[config.mk]
export PLATFORM = sky130hd
export DESIGN_NAME = counter_seq_ctrl
export DESIGN_NICKNAME = d
export VERILOG_FILES = /design/src/rtl/counter_seq_ctrl_pkg.sv /design/src/rtl/counter_seq_ctrl_seq_up_counter.sv /design/src/rtl/counter_seq_ctrl.sv
export SDC_FILE = /design/constraint.sdc
export NUM_CORES = 1
export LEC_CHECK = 0
export BUFFER_PORTS_ARGS = -buffer_cell sky130_fd_sc_hd__buf_4
export CAP_MARGIN = 15
export CORE_MARGIN = 5
export CORE_UTILIZATION = 30
export DETAILED_ROUTE_END_ITERATION = 10
export PLACE_DENSITY = 0.6
export SLEW_MARGIN = 20
export SYNTH_ARGS = -nofsm -noshare
export SYNTH_HDL_FRONTEND = slang
export SYNTH_SLANG_ARGS = --single-unit
[constraint.sdc]
create_clock -name clk -period 1.45 [get_ports clk]
set_input_delay 0.29 -clock clk [delete_from_list [all_inputs] [get_ports clk]]
set_output_delay 0.29 -clock clk [all_outputs]
set_load 0.01 [all_outputs]
[src/rtl/counter_seq_ctrl_pkg.sv]
// Shared state and mode encodings for the counter_seq_ctrl timer block.
package counter_seq_ctrl_pkg;

  typedef enum logic [1:0] {
    ST_IDLE  = 2'd0,
    ST_RUN   = 2'd1,
    ST_PAUSE = 2'd2,
    ST_DONE  = 2'd3
  } state_t;

  localparam logic MODE_ONESHOT  = 1'b0;
  localparam logic MODE_PERIODIC = 1'b1;

endpackage

[src/rtl/counter_seq_ctrl_seq_up_counter.sv]
// N-bit synchronous up-counter built from a T flip-flop chain, with
// enable and synchronous clear.
module seq_up_counter #(
  parameter int N = 4
) (
  input  logic         clk,
  input  logic         reset,
  input  logic         i_clr,
  input  logic         i_en,
  output logic [N-1:0] o_q
);

  logic [N-1:0] r_q;
  logic [N-1:0] w_t;

  // Bit i toggles when enabled and every lower bit is one.
  assign w_t[0] = i_en;
  for (genvar i = 1; i < N; i++) begin : g_tchain
    assign w_t[i] = i_en & (&r_q[i-1:0]);
  end

  always_ff @(posedge clk) begin
    if (reset || i_clr) r_q <= '0;
    else                r_q <= r_q ^ w_t;
  end

  assign o_q = r_q;

endmodule

[src/rtl/counter_seq_ctrl.sv]
// Programmable timer controller around seq_up_counter: config handshake,
// start/stop sequencing, terminal-count strobe. Prescaler: COUNTER_SEQ_CTRL_PRESCALE_EN.
//
// state    | meaning
// ST_IDLE  | stopped, config accepted
// ST_RUN   | counting toward stored limit
// ST_PAUSE | stopped mid-run, count held
// ST_DONE  | one-shot finished, count holds limit, done high
module counter_seq_ctrl
  import counter_seq_ctrl_pkg::*;
#(
  parameter int N = 4
`ifdef COUNTER_SEQ_CTRL_PRESCALE_EN
  , parameter int PW = 4
`endif
) (
  input  logic          clk,
  input  logic          reset,
  input  logic          cfg_valid,
  output logic          cfg_ready,
  input  logic [N-1:0]  cfg_limit,
  input  logic          cfg_periodic,
`ifdef COUNTER_SEQ_CTRL_PRESCALE_EN
  input  logic [PW-1:0] cfg_div,
`endif
  input  logic          start,
  input  logic          stop,
  output logic [N-1:0]  count,
  output logic          busy,
  output logic          tc_pulse,
  output logic          done
);

  state_t       r_state;
  state_t       w_state_nxt;
  logic [N-1:0] r_limit;
  logic         r_mode;
  logic         r_tc;
  logic         w_tc_nxt;
  logic         w_cnt_clr;
  logic         w_cnt_en;
  logic         w_pre_clr;
  logic         w_tick;
  logic         w_xfer;
  logic [N-1:0] w_count;

  assign cfg_ready = (r_state == ST_IDLE) || (r_state == ST_DONE);
  assign w_xfer    = cfg_valid & cfg_ready;

`ifdef COUNTER_SEQ_CTRL_PRESCALE_EN
  logic [PW-1:0] r_div;
  logic [PW-1:0] r_pre;

  assign w_tick = (r_pre == r_div);

  always_ff @(posedge clk) begin
    if (reset)       r_div <= '0;
    else if (w_xfer) r_div <= cfg_div;
  end

  // Free-runs only while RUN keeps going; restarted on start and resume.
  always_ff @(posedge clk) begin
    if (reset || w_pre_clr)               r_pre <= '0;
    else if (r_state == ST_RUN && !stop)  r_pre <= w_tick ? '0 : r_pre + 1'b1;
  end
`else
  assign w_tick = 1'b1;
`endif

  always_ff @(posedge clk) begin
    if (reset) begin
      r_state <= ST_IDLE;
      r_tc    <= 1'b0;
    end else begin
      r_state <= w_state_nxt;
      r_tc    <= w_tc_nxt;
    end
  end

  always_ff @(posedge clk) begin
    if (reset) begin
      r_limit <= '0;
      r_mode  <= MODE_ONESHOT;
    end else if (w_xfer) begin
      r_limit <= cfg_limit;
      r_mode  <= cfg_periodic;
    end
  end

  always_comb begin
    w_state_nxt = r_state;
    w_tc_nxt    = 1'b0;
    w_cnt_clr   = 1'b0;
    w_cnt_en    = 1'b0;
    w_pre_clr   = 1'b0;
    unique case (r_state)
      ST_IDLE, ST_DONE: begin
        if (start && !stop) begin
          w_state_nxt = ST_RUN;
          w_cnt_clr   = 1'b1;
          w_pre_clr   = 1'b1;
        end else if (w_xfer) begin
          w_state_nxt = ST_IDLE;
        end
      end
      ST_RUN: begin
        if (stop) begin
          w_state_nxt = ST_PAUSE;
        end else if (w_tick) begin
          if (w_count == r_limit) begin
            w_tc_nxt = 1'b1;
            if (r_mode == MODE_PERIODIC) w_cnt_clr   = 1'b1;
            else                         w_state_nxt = ST_DONE;
          end else begin
            w_cnt_en = 1'b1;
          end
        end
      end
      ST_PAUSE: begin
        if (stop) begin
          w_state_nxt = ST_IDLE;
          w_cnt_clr   = 1'b1;
        end else if (start) begin
          w_state_nxt = ST_RUN;
          w_pre_clr   = 1'b1;
        end
      end
      default: w_state_nxt = ST_IDLE;
    endcase
  end

  seq_up_counter #(.N(N)) u_cnt (
    .clk   (clk),
    .reset (reset),
    .i_clr (w_cnt_clr),
    .i_en  (w_cnt_en),
    .o_q   (w_count)
  );

  assign count    = w_count;
  assign busy     = (r_state == ST_RUN) || (r_state == ST_PAUSE);
  assign tc_pulse = r_tc;
  assign done     = (r_state == ST_DONE);

endmodule

== Word-level counts from Yosys, hierarchy flattened ==
Cells that the tools add are included.

* Eq/ne operators: 8
* Muxes and demuxes: 18
* Bitwise gates (word level): 6
* Reduce and logical (&&, ||, !) cells: 11

{| class="wikitable"
|+ Operators by type and width
! cell !! number
|-
| two-way mux 2 bit || 7
|-
| inequality test 3 bit, second input constant || 4
|-
| two-way mux 1 bit || 9
|-
| one-hot mux 2 bit (3 select lines) || 1
|-
| bitwise AND 1 bit || 4
|-
| == test 2 bit, second input constant || 2
|-
| == test 4 bit || 1
|-
| AND reduction 4 bit || 1
|-
| bitwise XOR 4 bit || 1
|-
| logical OR 1 bit || 3
|-
| one-hot mux 1 bit (3 select lines) || 1
|-
| AND reduction 3 bit || 1
|-
| OR reduction 3 bit || 1
|-
| == test 2 x 1 -> 1 bit, second input constant || 1
|-
| zero test 2 bit || 1
|-
| AND reduction 2 bit || 1
|-
| OR reduction 2 bit || 1
|-
| logical AND 1 bit || 1
|-
| zero test 1 bit || 1
|-
| inverter 1 bit || 1
|}

* Register bits after elaboration: 12
* Bits of input ports: 10
* Logic and storage cells: 48

== Logic depth before layout (Yosys ltp) ==
* Word-level depth: 6
* Mapped depth: 8
* Depth with buffers taken out: 7

== Hierarchy ==
A second synthesis with hierarchy kept.

* Cell total of the unflattened synthesis: 72
* Area, all modules: 668.1 sq um

{| class="wikitable"
|+ By module, submodules not included
! module !! times used !! cells an instance !! area an instance (sq um) !! seq. area each (sq um)
|-
| counter_seq_ctrl || 1 || 56 || 495.5 || 160.2
|-
| seq_up_counter || 1 || 16 || 172.7 || 80.1
|}

== Worst setup path before layout ==
No wires, ideal clock.

* Kind: reg-to-reg
* Start: reg r_state[0]
* End: reg r_state[1]
* Library setup time: 0.086 ns
* Arrival time: 1.516 ns
* Required time: 1.364 ns
* Setup slack: -0.152 ns
* Stages on the path, launching flop included: 9
* Period minus slack after synthesis: 1.602 ns
* Cell sequence: dfxtp_1 > inv_1 > ha_1 > buf_2 > inv_1 > o22ai_1 > nand2_1 > o21ai_2 > a221oi_2

* Cells in the longest elaborated chain, start to end: 5

{| class="wikitable"
|+ Ends and longest elaborated chain
! element !! RTL line !! RTL
|-
| start: declaration || counter_seq_ctrl.sv:34 || <nowiki>state_t r_state;</nowiki>
|-
| start signal: assignment || counter_seq_ctrl.sv:75 || <nowiki>r_state <= w_state_nxt;</nowiki>
|-
| == test 2 bit / zero test 2 bit (equally long branches) || -- ||
|-
| logical OR 1 bit * || counter_seq_ctrl.sv:47 || <nowiki>assign cfg_ready = (r_state == ST_IDLE) || (r_state == ST_DONE);</nowiki>
|-
| via cfg_ready || counter_seq_ctrl.sv:20 || <nowiki>output logic cfg_ready,</nowiki>
|-
| bitwise AND 1 bit * || counter_seq_ctrl.sv:48 || <nowiki>assign w_xfer = cfg_valid & cfg_ready;</nowiki>
|-
| inequality test 3 bit (no source line) * || -- ||
|-
| AND reduction 4 bit (no source line) * || -- ||
|}

Mark *: on every way through the listed nets, which the timed path passes. The rest lies on a longest branch.
A chain may end at the register's enable or synchronous reset.

== Worst setup path in the final report ==
* Start: reg r_limit[1]
* End: reg u_cnt.r_q[1] (netlist: u_cnt.o_q[1])

* Cells in the longest elaborated chain, start to end: 6

{| class="wikitable"
|+ Ends and longest elaborated chain
! element !! RTL line !! RTL
|-
| start: declaration || counter_seq_ctrl.sv:36 || <nowiki>logic [N-1:0] r_limit;</nowiki>
|-
| start signal: assignment || counter_seq_ctrl.sv:85 || <nowiki>r_limit <= cfg_limit;</nowiki>
|-
| == test 4 bit * || counter_seq_ctrl.sv:110 || <nowiki>if (w_count == r_limit) begin</nowiki>
|-
| two-way mux 1 bit || counter_seq_ctrl.sv:110 ||
|-
| two-way mux 1 bit || counter_seq_ctrl.sv:107 || <nowiki>if (stop) begin</nowiki>
|-
| two-way mux 1 bit || counter_seq_ctrl.sv:96 || <nowiki>unique case (r_state)</nowiki>
|-
| bitwise AND 1 bit || counter_seq_ctrl_seq_up_counter.sv:19 || <nowiki>assign w_t[i] = i_en & (&r_q[i-1:0]);</nowiki>
|-
| bitwise XOR 4 bit || counter_seq_ctrl_seq_up_counter.sv:24 || <nowiki>else r_q <= r_q ^ w_t;</nowiki>
|-
| end signal: assignment || counter_seq_ctrl_seq_up_counter.sv:24 ||
|-
| end: declaration || counter_seq_ctrl_seq_up_counter.sv:13 || <nowiki>logic [N-1:0] r_q;</nowiki>
|}

Mark *: on every way between the ends. The rest lies on a longest branch, timed or not.

==> summary.json <==
{
  "clock_network": {
    "cts.clk_slew.worst_paths_ns": 0.07,
    "clk_root_buffer_cell": "clkbuf_4",
    "cts_buffers": 3,
    "clock_sinks": 12,
    "clockBufferDepth": 2,
    "cts-hold-fix-buffers": 0,
    "h-tree-depth": 1,
    "clock_insertion_delay_worst_skew_ns": 0.27,
    "tritoncts": "built"
  },
  "synth": {
    "seq_area_frac_synth_pct": 37.4,
    "synth_enable_flop_cells": 0,
    "synth_cell_type_count": 25,
    "async_reset_ff_share_pct": 0,
    "postSynthRegisterBits": 12,
    "yosysWarnings": 0,
    "syn_area_per_cell_um2": 8.69,
    "postSynth.topFlopCell": "dfxtp_1",
    "synth_nets": 88,
    "netlist_instances": 74,
    "netlist_area_um2": 643
  },
  "setup_path": {
    "critical_path_buf_inv_count": 0,
    "worstPathCellList": "xor2_1, nor4_4, nor2_1, ha_2, xnor2_1, nor2_1",
    "critical_path.top_delay_family": "simple AND/OR/NAND/NOR gates",
    "cpPeakStageDelay_ns": 0.37,
    "cp_slowest_cell": "nor4_4",
    "critical_path.most_common_cell": "nor2_1",
    "worstPathMaxFanout": 5,
    "worstSetupPathType": "reg -> reg",
    "timing.critical_path.to_type": "register",
    "cp.required_ns": 1.60,
    "worstPathArrival_ns": 1.63,
    "setup.worst_path.start_class": "register"
  },
  "sta": {
    "finalSetupViolCount": 3,
    "finalHoldViolations": 0,
    "grt_setup_unrepaired": "yes",
    "achievable-frequency_ghz": 0.676,
    "post-route-worst-setup-slack_ns": -0.0300,
    "slew-limit-headroom_pct": 78.8,
    "drv_slew": 0,
    "finalCritPeriodShare_pct": 102,
    "fin_worst_skew_ns": 0.000772,
    "worst_slew_pin_slew_ns": 0.317,
    "final.min_clock_period_ns": 1.48
  },
  "cells_and_area": {
    "final.fill_count": 212,
    "layout.cells.most_common": "buf_4",
    "area_delta_synth_final_pct": 44.6,
    "layout.cells.non_filler": 129,
    "finish.utilization_pct": 46.4,
    "fin_nets": 118,
    "layout-drive-gt1-share_pct": 46.1,
    "mostFrequentLayoutCells": "buf_4 (26), nand2_1 (9), nand3_1 (7)",
    "antennaDiodeCount": 0
  },
  "drt": {
    "routed_length_per_instance_um": 12.3,
    "vias": 620,
    "drt_first_iter_violations": 16,
    "detail_route.vias_per_cell": 4.81,
    "drt_drc_violations_left": 0,
    "wirelength_um": 1580,
    "detail_route.first_pass.iterations": 4,
    "final_antenna_net_count": 0
  },
  "pwr": {
    "comb_power_share_pct": 36.7,
    "ir_drop_mv": 0.558,
    "p_int_mw": 0.623,
    "total_switching_power_mw": 0.282,
    "leakage_nw": 0.413,
    "power.switching_fraction_pct": 31.2,
    "power.sequential.fraction_pct": 41.5,
    "power_per_cell_area_nw_per_um2": 973,
    "pwr-share-clk_pct": 21.8
  },
  "floorplanning": {
    "fp.dieH_um": 56.3,
    "io_pins": 18,
    "initial_core_util_pct": 32.1,
    "floorplan.die.width_um": 56.3,
    "die_area_um2": 3170,
    "core_region_area_um2": 2000,
    "core.rowCount": 16
  },
  "job": {
    "timing.max_cap.violations": 0
  },
  "grt": {
    "grt-ovfl-total": 0,
    "grt_pass1_vias": 619,
    "pin_count_of_the_biggest_net_entering_global_routing": 10,
    "grt_antenna_before_repair": 0,
    "grt_use_total_pct": 10.7,
    "grt_pass1_wl_um": 2620
  },
  "placement": {
    "placedCellCount": 123,
    "portBuffers": 17,
    "dp_hpwl_um": 1160,
    "place.gp.congestion": 0.823
  },
  "hold_path": {
    "min_path_type": "in -> reg"
  },
  "outcome": {
    "outcome": "complete, but fails checks",
    "failed_checks": "negative setup slack"
  }
}
==> timing repair <==
action / 4_1_cts / 5_1_grt
gates resized for setup: 5 / 5
pin swaps: 3 / 4
setup endpoints to repair: 7 / 7
buffers inserted: 5 / 0
==> state kept, by name, summed over array words and instances (netlist names) <==
name       flops
r_mode         1
tc_pulse       1
r_state        2
u_cnt.o_q      4
r_limit        4
==> cell usage after synthesis (2+ instances only) <==
library cell	n	share of area (%)
dfxtp_1	12	37
nand2_1	9	5.3
nand3_1	7	5.4
inv_1	6	3.5
nor2_1	6	3.5
a21oi_1	5	3.9
ha_1	4	7.8
xor2_1	4	5.4
xnor2_1	3	4.1
nand2b_1	2	1.9
nor2b_1	2	1.9
==> layout make-up <==
class / count / area, um^2 / area share, %
Timing Repair Buffer: 27 / 206 / 22.2
Clock buffer: 3 / 22.5 / 2.42
Sequential cell: 12 / 248 / 26.6
Inverter: 6 / 22.5 / 2.42
Tap cell: 27 / 33.8 / 3.63
Multi-Input combinational cell: 54 / 397 / 42.7
==> power groups by stage <==
stage / sequential [mW] / combinational, mW / clock, mW
after floorplan: 0.377 / 0.198 / 0
after global placement: 0.379 / 0.289 / 0
after detailed placement: 0.381 / 0.292 / 0
after CTS: 0.374 / 0.342 / 0.208
after global routing: 0.378 / 0.364 / 0.213
final: 0.375 / 0.332 / 0.198
==> logic make-up (layout without fill, tap and decap cells) <==
family,count (synthesis),count (layout),share of synthesized area (%)
adder cells (fa/ha/maj),4,4,7.78
flip-flops,12,12,37.4
buffers and inverters,8,36,4.86
multiplexers,1,1,1.56
AO/OA/AOI/OAI,11,11,13.4
XOR/XNOR,7,7,9.53
AND/OR/NAND/NOR,31,31,25.5
==> routing by layer <==
| metal | vias to the layer above | routed length, um | GRT usage (%) |
|---|---|---|---|
| li1 | 307 | - | - |
| met3 | 4 | 105 | 2.75 |
| met1 | 280 | 681 | 12.6 |
| met5 | - | 0 | 0 |
| met2 | 29 | 761 | 17.4 |
| met4 | 0 | 34 | 6.10 |
==> path summary, 6_finish.rpt <==
kind / slack [ns] / startpoint / to / cells after the start
worst max-delay path: -0.03 / r_limit[1] / u_cnt.o_q[1] / 6
worst min register to register: 0.47 / r_limit[2] / r_limit[2] / 2
worst max register to register: -0.03 / r_limit[1] / u_cnt.o_q[1] / 6
worst min-delay path: 0.25 / reset / r_state[1] / 2
==> stage by stage <==
stage / setup WS [ns] / setup TNS [ns] / power (mW) / hold WS (ns) / instance area, um^2
global route: -0.101 / -0.410 / 0.956 / 0.270 / 930
CTS: -0.0160 / -0.0454 / 0.924 / 0.248 / 926
floorplan: 0.0189 / 0 / 0.575 / 0.437 / 664
global placement: 0.00117 / 0 / 0.668 / 0.457 / 863
finish: -0.0300 / -0.0437 / 0.905 / 0.254 / 930
detailed placement: -0.0329 / -0.125 / 0.673 / 0.469 / 863
No activity file was read; power rests on OpenSTA's default activity.
